==> src/rtl/ibex_pkg_pext.sv <==
// Shared types and constants for the Pext multiplier control path.
package ibex_pkg_pext;

  typedef enum logic [1:0] {
    M32x32 = 2'b00,
    M32x16 = 2'b01,
    M16x16 = 2'b10,
    M8x8   = 2'b11
  } mult_pext_mode_e;

  typedef enum logic [1:0] {
    SEQ_IDLE   = 2'b00,
    SEQ_MUL_HI = 2'b01,
    SEQ_ACCUM  = 2'b10
  } mult_pext_seq_state_e;

  localparam logic [1:0] MCYC_1  = 2'b00;
  localparam logic [1:0] MCYC_2  = 2'b01;
  localparam logic [1:0] MCYC_1A = 2'b10;
  localparam logic [1:0] MCYC_2A = 2'b11;

  typedef struct packed {
    mult_pext_mode_e mode;
    logic [1:0]      cyc;
    logic [1:0]      accum_sub;
    logic            dsum;
    logic            crossed;
  } mult_pext_ctrl_t;

endpackage

==> src/rtl/ibex_mult_pext_sequencer.sv <==
// Multi-cycle sequencer for the Pext multiplier: steps the datapath through
// low-half, high-half and ALU-accumulate phases and flags completion.
module ibex_mult_pext_sequencer
  import ibex_pkg_pext::*;
#(
  parameter bit RegCtrl = 1'b1
) (
  input  logic       clk_i,
  input  logic       rst_i,
  input  logic       en_i,
  input  logic [1:0] mult_mode_i,
  input  logic [1:0] cycle_count_i,
  input  logic [1:0] accum_sub_i,
  input  logic       dsum_mult_i,
  input  logic       crossed_i,
  input  logic       accum_i,
  output logic [1:0] mult_mode_o,
  output logic       phase_hi_o,
  output logic       imd_we_o,
  output logic       imd_use_o,
  output logic       alu_accum_o,
  output logic       alu_sub_o,
  output logic       sub16_o,
  output logic       dsum_o,
  output logic       crossed_o,
  output logic       busy_o,
  output logic       valid_o
);

  mult_pext_seq_state_e state_q, state_d;
  mult_pext_ctrl_t      ctrl_q, ctrl_in, ctrl_act, ctrl_out;
  logic                 load, clear;
  logic                 phase_hi, imd_we, imd_use, alu_accum, alu_sub, valid;

  always_comb begin
    ctrl_in.mode      = mult_pext_mode_e'(mult_mode_i);
    ctrl_in.cyc       = cycle_count_i;
    ctrl_in.accum_sub = accum_sub_i;
    ctrl_in.dsum      = dsum_mult_i;
    ctrl_in.crossed   = crossed_i;
  end

  // The first mult cycle runs in IDLE, so it always sees the live inputs.
  assign ctrl_act = (state_q == SEQ_IDLE || !RegCtrl) ? ctrl_in : ctrl_q;

  always_comb begin
    state_d   = state_q;
    load      = 1'b0;
    clear     = 1'b0;
    ctrl_out  = '0;
    phase_hi  = 1'b0;
    imd_we    = 1'b0;
    imd_use   = 1'b0;
    alu_accum = 1'b0;
    alu_sub   = 1'b0;
    valid     = 1'b0;
    unique case (state_q)
      SEQ_IDLE: begin
        if (en_i) begin
          ctrl_out = ctrl_act;
          unique case (ctrl_act.cyc)
            MCYC_1:  valid = 1'b1;
            MCYC_1A: begin imd_we = 1'b1; load = 1'b1; state_d = SEQ_ACCUM;  end
            default: begin imd_we = 1'b1; load = 1'b1; state_d = SEQ_MUL_HI; end
          endcase
        end
      end
      SEQ_MUL_HI: begin
        ctrl_out = ctrl_act;
        phase_hi = 1'b1;
        imd_use  = 1'b1;
        if (!en_i) begin
          clear   = 1'b1;
          state_d = SEQ_IDLE;
        end else if (ctrl_act.cyc == MCYC_2A) begin
          // Full 32x32 product replaces the partial one before accumulation.
          imd_we  = 1'b1;
          state_d = SEQ_ACCUM;
        end else begin
          valid   = 1'b1;
          state_d = SEQ_IDLE;
        end
      end
      SEQ_ACCUM: begin
        ctrl_out = ctrl_act;
        alu_sub  = ctrl_act.accum_sub[1];
        state_d  = SEQ_IDLE;
        if (!en_i) begin
          clear = 1'b1;
        end else begin
          alu_accum = 1'b1;
          valid     = 1'b1;
        end
      end
      default: state_d = SEQ_IDLE;
    endcase
  end

  always_ff @(posedge clk_i) begin
    if (rst_i) begin
      state_q <= SEQ_IDLE;
      ctrl_q  <= '0;
    end else begin
      state_q <= state_d;
      if (clear)     ctrl_q <= '0;
      else if (load) ctrl_q <= ctrl_in;
    end
  end

  assign mult_mode_o = rst_i ? M32x32 : ctrl_out.mode;
  assign phase_hi_o  = !rst_i && phase_hi;
  assign imd_we_o    = !rst_i && imd_we;
  assign imd_use_o   = !rst_i && imd_use;
  assign alu_accum_o = !rst_i && alu_accum;
  assign alu_sub_o   = !rst_i && alu_sub;
  assign sub16_o     = !rst_i && ctrl_out.accum_sub[0];
  assign dsum_o      = !rst_i && ctrl_out.dsum;
  assign crossed_o   = !rst_i && ctrl_out.crossed;
  assign busy_o      = !rst_i && (state_q != SEQ_IDLE);
  assign valid_o     = !rst_i && valid;

  // Decoder contract: accumulating ops are exactly the codes with an ALU cycle,
  // and two-cycle multiplies only exist for the full 32x32 mode.
  a_accum_matches_code: assert property (@(posedge clk_i) disable iff (rst_i)
    (state_q == SEQ_IDLE && en_i) |-> (accum_i == cycle_count_i[1]));
  a_two_cycle_is_32x32: assert property (@(posedge clk_i) disable iff (rst_i)
    (state_q == SEQ_IDLE && en_i && cycle_count_i[0]) |-> (mult_mode_i == M32x32));

endmodule

==> config.mk <==
export PLATFORM = sky130hd
export DESIGN_NAME = ibex_mult_pext_sequencer
export DESIGN_NICKNAME = d
export VERILOG_FILES = /design/src/rtl/ibex_pkg_pext.sv /design/src/rtl/ibex_mult_pext_sequencer.sv
export SDC_FILE = /design/constraint.sdc
export NUM_CORES = 1
export LEC_CHECK = 0
export BUFFER_PORTS_ARGS = -buffer_cell sky130_fd_sc_hd__buf_2
export CORE_AREA = 3 3 43 45
export DETAILED_ROUTE_END_ITERATION = 8
export DIE_AREA = 0 0 46 48
export GPL_TIMING_DRIVEN = 0
export PLACE_DENSITY = 0.79
export SLEW_MARGIN = 10
export SYNTH_ARGS = -nofsm -noshare
export SYNTH_HDL_FRONTEND = slang
export SYNTH_SLANG_ARGS = --single-unit
==> constraint.sdc <==
create_clock -name clk_i -period 1.51 [get_ports clk_i]
set_input_delay 0.151 -clock clk_i [delete_from_list [all_inputs] [get_ports clk_i]]
set_output_delay 0.151 -clock clk_i [all_outputs]
set_load 0.02 [all_outputs]
After elaboration in Yosys (flattened, before gate mapping) --
Cells that the tools add are included.
Cells by class: muxes and demuxes 26, reduce and logical (&&, ||, !) cells 16, equality and inequality tests 6
Operators by type and width (count):
- $mux W8 | 2
- $pmux W8 S2 | 1
- $mux W1 | 15
- $logic_and A1 B1 Y1 | 9
- $mux W2 | 4
- $pmux W2 S2 | 2
- $eq A2 B2 Y1 const B | 3
- $logic_not A2 Y1 | 2
- $ne A2 B2 Y1 const B | 2
- $reduce_or A2 Y1 | 2
- $pmux W1 S3 | 1
- $eq A2 B1 Y1 const B | 1
- $pmux W1 S2 | 1
- $reduce_and A2 Y1 | 1
- $reduce_bool A2 Y1 | 1
- $logic_not A1 Y1 | 1
Storage, ports and cells: output and inout bits 12, register bits 10

Depth between registers and ports, before layout --
Gate-level depths: netlist of run 1.
word-level depth 7, depth in mapped cells 7

Worst setup path after synthesis of run 1 --
Ideal clock, no wire load.
path kind reg-to-output, start register state_q[0], end output port alu_sub_o, path slack -118 ps, path buffers 2, stages on the path, launching flop included 7, arrival 1477 ps, cell sequence dfxtp_1 -> inv_1 -> ha_1 -> buf_6 -> buf_4 -> mux2i_1 -> nor3_1
Between the ends: word-level cells in the longest chain between the ends 4, elaborated cells between the ends (all ways) 5
Ends and longest elaborated chain:
- start: declaration | line ibex_mult_pext_sequencer.sv:30 | mult_pext_seq_state_e state_q, state_d;
- start signal: assignment | line ibex_mult_pext_sequencer.sv:104 | state_q <= state_d;
- $logic_not A2 Y1 | line ibex_mult_pext_sequencer.sv:44 | assign ctrl_act = (state_q == SEQ_IDLE || !RegCtrl) ? ctrl_in : ctrl_q;
- $mux W8 | line ibex_mult_pext_sequencer.sv:44
- $mux W1 (*) | line ibex_mult_pext_sequencer.sv:57 | unique case (state_q)
- $logic_and A1 B1 Y1 (*) | line ibex_mult_pext_sequencer.sv:115 | assign alu_sub_o = !rst_i && alu_sub;
- end: declaration | line ibex_mult_pext_sequencer.sv:22 | output logic alu_sub_o,
Mark *: on every way between the ends. The rest lies on a longest branch, timed or not.

Worst setup path after layout of run 1 --
start register state_q[0], end output port valid_o
Between the ends: word-level cells in the longest chain between the ends 7, elaborated cells between the ends (all ways) 12
Ends and longest elaborated chain:
- $logic_not A2 Y1 | line ibex_mult_pext_sequencer.sv:44, ibex_mult_pext_sequencer.sv:57
- $mux W8 | line ibex_mult_pext_sequencer.sv:44
- $eq A2 B2 Y1 or $logic_not A2 Y1 (tied branches) | line ibex_mult_pext_sequencer.sv:75, ibex_mult_pext_sequencer.sv:61
- $mux W1 (on tied branches) | line ibex_mult_pext_sequencer.sv:75, ibex_mult_pext_sequencer.sv:61
- $mux W1 (on tied branches) | line ibex_mult_pext_sequencer.sv:72, ibex_mult_pext_sequencer.sv:59
- $pmux W1 S3 (*) | line ibex_mult_pext_sequencer.sv:57
- $logic_and A1 B1 Y1 (*) | line ibex_mult_pext_sequencer.sv:120 | assign valid_o = !rst_i && valid;
- end: declaration | line ibex_mult_pext_sequencer.sv:27 | output logic valid_o
Marked as above.

==> results of run 1 <==
placed cells by master (no fill, tap or decap):
cell       count
mux2i_1        4
o2bb2ai_2      1
o211a_2        1
buf_12         1
o21ai_4        1
o311ai_4       1
nand2_1       22
a21oi_2        1
nand3_2        1
o211ai_1       1
nand2b_1       1
nand2_2        1
a21oi_1       10
o31ai_1        1
nor3b_4        1
nor2_2         3
dfxtp_2        2
and2_1         1
dfxtp_1        8
inv_1          1
buf_4         10
ha_4           4
nor2_1         4
nor2_4         1
nor2b_4        1
clkbuf_4       3
o211ai_4       1
inv_2          3
o21ai_1        1
or4_1          1
buf_2         11
a21o_1         2
mux2i_2        1
o21a_1         1
nor3_2         2
buf_6          7
cell usage after synthesis, drive strengths merged:
library cell	number	area, um2
nor3b	1	7.510
nor2	8	30.03
nor2b	1	6.260
o211ai	2	28.78
buf	7	48.79
ha	4	50.05
o2bb2ai	1	8.760
a21oi	11	55.05
nand2	23	86.33
and2	1	6.260
inv	4	15.01
o311ai	1	8.760
o31ai	1	7.510
o21ai	2	10.00
mux2i	5	50.05
o21a	1	7.510
dfxtp	10	200.2
or4	1	7.510
nand2b	1	6.260
nand3	1	5.000
nor3	2	10.01
a21o	2	15.01
o211a	1	10.01
where the power goes:
group,leakage [nW],switching (mW),internal (mW)
Sequential,0.0826,0.00999,0.282
Clock,0.0138,0.0868,0.0919
Combinational,0.342,0.181,0.150
metrics by stage:
| step | utilization (%) | instances | worst slack (ps) | power, mW | setup TNS, ps |
|---|---|---|---|---|---|
| detailed placement | 53.07 | 125 | -147.4 | 0.5202 | -345.8 |
| floorplan | - | 91 | 11.18 | 0.4626 | 0 |
| global placement | 53.07 | 125 | -143.1 | 0.5130 | -287.5 |
| finish | 69.68 | 132 | -185.4 | 0.8026 | -774.6 |
| CTS | 62.54 | 134 | -230.2 | 0.7565 | -1304 |
| global route | 69.68 | 132 | -201.9 | 0.8392 | -1211 |
worst max-delay path, delay by kind of cell, from the launching register on:
family / cells / cell delay (ps)
flip-flops: 1 / 330
buffers and inverters: 2 / 330
AO/OA/AOI/OAI: 2 / 300
AND/OR/NAND/NOR: 1 / 170
adder cells (fa/ha/maj): 1 / 160
timing repair:
item	in CTS	in global routing
pin swaps	6	4
buffers inserted	6	0
gates resized for setup	25	28
hold buffers	0	0
endpoints found under the setup margin	10	11
area by class of cell:
type	instances	area, um2
multi-input cells	70	560.5
fillers	117	456.7
flip-flops and latches	10	202.7
repair buffers	24	186.4
plain buffers	5	42.54
clock buffers	3	22.52
well taps	16	20.02
inverters	4	15.01
cell families (layout without fill, tap and decap cells):
| family | count (synthesis) | in the layout | share of synthesized area [%] |
|---|---|---|---|
| flip-flops | 10 | 10 | 29.41 |
| adder cells (fa/ha/maj) | 4 | 4 | 7.353 |
| multiplexers | 5 | 5 | 7.353 |
| AO/OA/AOI/OAI | 22 | 22 | 22.24 |
| buffers and inverters | 11 | 36 | 9.373 |
| AND/OR/NAND/NOR | 39 | 39 | 24.27 |
state kept, by name (all words and copies together), names as in the netlist:
register and count:
state_q 2, ctrl_q 8
path summary, 6_finish.rpt:
check	to	startpoint	slack, ps	depth (start not counted)
worst max-delay path	valid_o	state_q[0]	-190	6
worst min-delay path	ctrl_q[0]	crossed_i	130	3
worst max register to register	state_q[1]	state_q[0]	130	5
worst min register to register	ctrl_q[7]	ctrl_q[7]	450	2
metal layers:
metal	up-vias	GRT usage (%)	part of all wire, %
li1	356	-	-
met1	355	22.49	44
met2	23	32.69	51
met3	4	2.256	4.0
met4	0	6.818	1.1
met5	-	0	0
==> flow_metrics.tcl, run 1 <==
set metrics [dict create \
    cp_cell_sequence "buf_4 > ha_4 > nor2_4 > o311ai_4 > a21oi_2 > buf_4" \
    ys_seq_area_share_pct 29.41 \
    rsz0062_at_grt "yes" \
    cp_slowest_cell "dfxtp_2" \
    critical_path_class "reg2out" \
    setup_violations 8 \
    grt_max_degree 11 \
    clock_latency_ps 260 \
    cap_viol_max_count 0 \
    startpoint_type "flip-flop" \
    dr.pass1.iters 5 \
    drv_slew 0 \
    crit_path_max_fanout 3 \
    num_io_pins 24 \
    ant_nets 0 \
    tightest_slew_ps 338.0 \
    core_area_um2 1506 \
    period_needed_ps 1695 \
    routed_wl_um 2032 \
    final_nets 134 \
    drive_gt1_share_pct 50.00 \
    syn_area_per_cell_um2 7.480 \
    gp_congestion 0.7726 \
    clock-root-buffer "clkbuf_4" \
    grtUsageTotal_pct 18.38 \
    post_drt_wl_per_cell_um 15.39 \
    finalCritPeriodShare_pct 112.3 \
    critPathMaxStageDelay_ps 330 \
    clock-sinks 10 \
    viasPerCell 5.591 \
    dieArea_um2 2208 \
    die_w_um 46 \
    synthesis.nets 107 \
    drc 0 \
    drt_iter0_markers 11 \
    port_buffers 18 \
    vias 738 \
    antenna_cells 0 \
    cts_tree "yes" \
    holdCritPathClass "in2reg" \
    final_hold_viol_count 0 \
    placed_area_um2 799.5 \
    synth_seq_cells 10 \
    numCtsBuffers 3 \
    clk_pin_slew_ps 60 \
    initial_core_util_pct 45.18 \
    antenna_found_initial 0 \
    holdWs_ps 134.8 \
    grt_pass1_wl_um 2960 \
    grt_pass1_vias 689 \
    cp_common_cell "buf_4" \
    ys_warn_count 0 \
    rows 14 \
    hpwl_um 1176 \
    endpoint_kind "output port" \
    finalClockSkew_ps 1.755 \
    finalInstanceArea_um2 1050 \
    vdd.ir_drop.worst_v 0.0004876 \
    clockBufferDepth 2 \
    violations "setup timing" \
    finalWorstSetupSlack_ps -185.4 \
    p_leak_nw 0.4383 \
    required_ps 1360 \
    area_growth_syn_to_layout_pct 54.23 \
    synthCells 91 \
    syn_area_um2 680.7 \
    synth_cell_types 27 \
    clock.fmax_mhz 589.8 \
    grt-ovfl-total 0 \
    pwr_density_cell_nw_per_um2 764.5 \
    arrival_ps 1540 \
    relSlewSlack_pct 77.36 \
    cts_max_level 1 \
    die_y_um 48 \
    status "finished with violations" \
]
Note: power is estimated with default switching activity, not from simulation.
==> run 2: changes to the inputs <==
--- a/config.mk
+++ b/config.mk
@@ -10,6 +10,6 @@
 export DETAILED_ROUTE_END_ITERATION = 8
 export DIE_AREA = 0 0 46 48
-export GPL_TIMING_DRIVEN = 0
 export PLACE_DENSITY = 0.79
+export SETUP_SLACK_MARGIN = 0.5
 export SLEW_MARGIN = 10
 export SYNTH_ARGS = -nofsm -noshare
==> constraint.sdc (replaced) <==
create_clock -name clk_i -period 1.51 [get_ports clk_i]
set_input_delay 0.151 -clock clk_i [delete_from_list [all_inputs] [get_ports clk_i]]
set_output_delay 0.151 -clock clk_i [all_outputs]
set_load 0.01 [all_outputs]
==> flow_metrics.tcl, run 2 (synthesis gave the netlist of run 1 again) <==
set metrics [dict create \
    tns_ps -429.4 \
    area_growth_syn_to_layout_pct 49.82 \
    num_io_pins 24 \
    violations "setup timing" \
    final_hold_viol_count 0 \
    clk_pin_slew_ps 70 \
    die_y_um 48 \
    cts_tree "yes" \
    vias 704 \
    dieArea_um2 2208 \
    cp_slowest_cell "dfxtp_2" \
    clock-root-buffer "clkbuf_4" \
    clockBufferDepth 2 \
    grt_pass1_vias 629 \
    grtUsageTotal_pct 17.39 \
    drive_gt1_share_pct 50.43 \
    pre_cts_ws_ps 120.4 \
    post_drt_wl_per_cell_um 12.66 \
    grt_pass1_wl_um 2766 \
    ant_nets 0 \
    clock.fmax_mhz 632.5 \
    core_area_um2 1506 \
    n_fill_cell 126 \
    drt_iter0_markers 6 \
    grt_max_degree 11 \
    clock-sinks 10 \
    pwr_density_cell_nw_per_um2 803.9 \
    numCtsBuffers 3 \
    grt-ovfl-total 0 \
    cap_viol_max_count 0 \
    startpoint_type "flip-flop" \
    relSlewSlack_pct 78.33 \
    gp_congestion 0.7671 \
    antenna_found_initial 0 \
    port_buffers 22 \
    clock_latency_ps 260 \
    cts_max_level 1 \
    critical_path_class "reg2out" \
    required_ps 1360 \
    critPathMaxStageDelay_ps 340 \
    vdd.ir_drop.worst_v 0.0007021 \
    finalClockSkew_ps 4.369 \
    cp_cell_sequence "buf_4 > ha_2 > o311ai_2 > a21oi_2 > buf_2" \
    finalCritPeriodShare_pct 104.7 \
    layout_common_cells "nand2_1, buf_2, a21oi_1" \
    status "finished with violations" \
    final_nets 134 \
    hpwl_um 1220 \
    p_leak_nw 0.4522 \
    top_register "ctrl_q" \
    holdCritPathClass "in2reg" \
    rows 14 \
    viasPerCell 5.293 \
    setup_violations 8 \
    rsz0062_at_grt "yes" \
    drv_slew 0 \
    initial_core_util_pct 45.18 \
    crit_path_max_fanout 3 \
    finalWorstSetupSlack_ps -70.94 \
    tightest_slew_ps 323.5 \
    die_w_um 46 \
    largest_register_ffs 8 \
    reg.largest.list "ctrl_q x8, state_q x2" \
    drc 0 \
    period_needed_ps 1581 \
    arrival_ps 1430 \
    final_common_cell "nand2_1" \
    endpoint_kind "output port" \
    routed_wl_um 1684 \
    dr.pass1.iters 4 \
    antenna_cells 0 \
]
## run 2: metal layers
layer / global-route usage, % / share of wire (%) / vias to the layer above
li1: - / - / 359
met1: 22.77 / 44 / 327
met2: 27.75 / 51 / 14
met3: 3.759 / 4.5 / 4
met4: 6.818 / 1.4 / 0
met5: 0 / 0 / -
## run 2: layout make-up
class	count	area, um2	area share, %
multi-input cells	70	540.5	53.01
flip-flops and latches	10	205.2	20.12
repair buffers	29	197.7	19.39
clock buffers	4	36.28	3.558
inverters	4	20.02	1.963
well taps	16	20.02	1.963
## run 2: power by group
part	internal [mW]	total, mW	switching [mW]
Clock	0.146	0.244	0.0977
Sequential	0.281	0.292	0.0104
Combinational	0.136	0.284	0.148
Total	0.563	0.820	0.257
## run 2: repair_timing
action / 4_1_cts / 5_1_grt
gates resized for setup: 13 / 4
setup buffers: 6 / 0
pin swaps: 9 / 5
hold buffers: 0 / 0
setup endpoints to repair: 21 / 22
## run 2: final timing paths
check	end	from	slack [ps]	cells after the start
setup / recovery	valid_o	state_q[1]	-70	5
hold / removal	ctrl_q[7]	mult_mode_i[1]	140	3
setup reg to reg	state_q[1]	state_q[1]	120	6
hold reg to reg	ctrl_q[5]	ctrl_q[5]	460	2
## run 2: through the flow
step	hold WS, ps	instances	total power [mW]	utilization, %	cell area [um2]
global placement	403.8	123	0.5198	56.15	845.8
CTS	134.4	133	0.8185	66.36	999.7
finish	135.1	133	0.8198	67.69	1020
detailed placement	414.0	123	0.5260	56.15	845.8
floorplan	287.0	91	0.4781	-	764.5
global route	142.5	133	0.8744	67.69	1020
## run 2: worst max-delay path, delay by kind of cell (launching register included)
kind / cells / cell delay (ps)
buffers and inverters: 2 / 290
DFF: 1 / 340
adders and majority gates: 1 / 190
AOI/OAI and AO/OA: 2 / 340
==> run 3: changes to the inputs <==
- CELL_PAD_IN_SITES_DETAIL_PLACEMENT: unset -> 1
- CELL_PAD_IN_SITES_GLOBAL_PLACEMENT: unset -> 1
- CORE_AREA: 3 3 43 45 -> 3 3 50 52
- DIE_AREA: 0 0 46 48 -> 0 0 53 55
- PLACE_DENSITY: 0.79 -> 0.81
- SLEW_MARGIN: 10 -> 20
==> flow_metrics.tcl, run 3 (synthesis gave the netlist of run 1 again) <==
set metrics [dict create \
    rows 17 \
    critPathMaxStageDelay_ps 390 \
    critical_path_class "reg2out" \
    path_buf_inv 3 \
    cp_cell_sequence "inv_4 > ha_4 > buf_6 > mux2i_2 > nor3_2 > buf_2" \
    num_io_pins 24 \
    violations "setup timing" \
    largest_register_ffs 8 \
    status "finished with violations" \
    finalCritPeriodShare_pct 108.4 \
    arrival_ps 1490 \
    clock-root-buffer "clkbuf_4" \
    initial_core_util_pct 31.68 \
    dieArea_um2 2915 \
    clock_latency_ps 270 \
    vdd.ir_drop.worst_v 0.0004838 \
    clock.fmax_mhz 611.1 \
    area_growth_syn_to_layout_pct 58.82 \
    cp_slowest_cell "dfxtp_4" \
    antenna_cells 0 \
    crit_family "flip-flops" \
    r2r-start "state_q[0]" \
    antenna_found_initial 0 \
    layout_common_cells "nand2_1, buf_2, a21oi_1" \
    reg.largest.list "ctrl_q x8, state_q x2" \
    min_from "dsum_mult_i" \
    gp_congestion 0.7308 \
    drive_gt1_share_pct 54.55 \
    die_w_um 53 \
    cts_tree "yes" \
    holdPathStages 3 \
    cts_max_level 1 \
    final_hold_viol_count 0 \
    numCtsBuffers 3 \
    rsz0062_at_grt "yes" \
    grt-ovfl-total 0 \
    grt_pass1_vias 806 \
    post_drt_wl_per_cell_um 15.39 \
    setup_violations 8 \
    drv_slew 0 \
    grt_pass1_wl_um 3588 \
    finalClockSkew_ps 8.786 \
    dr.pass1.iters 4 \
    viasPerCell 4.906 \
    hpwl_um 1470 \
    grtUsageTotal_pct 17.33 \
    pwr_density_cell_nw_per_um2 769.5 \
    ant_nets 0 \
    vias 731 \
    finalWorstSetupSlack_ps -126.4 \
    final_nets 138 \
    core_area_um2 2148 \
    top_register "ctrl_q" \
    ctsHoldBuffers 0 \
    routed_wl_um 2293 \
    drt_iter0_markers 4 \
    path_depth 6 \
    drc 0 \
    final_common_cell "nand2_1" \
    die_y_um 55 \
    worstRegToRegCells 7 \
    crit_path_max_fanout 6 \
    clk_pin_slew_ps 80 \
    total_power_mw 0.8319 \
    crit_start "state_q[0]" \
    finalInstanceArea_um2 1081 \
    grt_max_degree 11 \
    cap_viol_max_count 0 \
    required_ps 1360 \
    period_needed_ps 1636 \
    clockBufferDepth 2 \
    clock-sinks 10 \
    startpoint_type "flip-flop" \
    p_leak_nw 0.4665 \
    holdCritPathClass "in2reg" \
    relSlewSlack_pct 77.51 \
    holdWs_ps 142.7 \
    endpoint_kind "output port" \
    tightest_slew_ps 335.7 \
    final_util_pct 50.32 \
    placed_area_um2 860.8 \
    port_buffers 22 \
]
[run 3: per-stage QoR]
stage / cells / TNS [ps] / setup WS [ps]
final: 149 / -929.8 / -126.4
after global routing: 149 / -1629 / -234.3
after CTS: 145 / -784.8 / -170.2
after detailed placement: 135 / 0 / 42.80
after global placement: 135 / 0 / 89.11
after floorplan: 91 / 0 / 224.4
[run 3: final timing paths]
kind               endpoint  slack, ps
setup / recovery  alu_sub_o       -130
hold / removal    ctrl_q[1]        140
setup reg to reg  ctrl_q[2]         50
hold reg to reg   ctrl_q[7]        460
[run 3: report_power, final]
part	total [mW]	switching (mW)	internal, mW
registers	0.295	0.0140	0.281
logic	0.336	0.169	0.167
clock network	0.201	0.0984	0.102
[run 3: repair_timing]
item,4_1_cts,5_1_grt
pin swaps,3,8
buffers inserted,6,4
setup endpoints to repair,21,22
resized for setup,11,14
[run 3: tightest hold or removal path: cells and delay by family]
family / cells / cell delay, ps
compound gates: 1 / 50
simple gates: 1 / 50
buf+inv: 1 / 110
[run 3: routing by layer]
layer  up-vias  wire length (um)  track usage [%]
li1        365                 -                -
met1       345               907            19.19
met2        19              1269            33.47
met3         2               106            2.413
met4         0                10            6.383
met5         -                 0                0
[run 3: final cells by class]
class                      instances  area (um2)
fill                             262        1067
multi-input combinational         70       546.8
timing repair buffer              33       245.2
sequential                        10       207.7
tap                               28       35.03
clock buffer                       4       26.28
inverter                           4       20.02
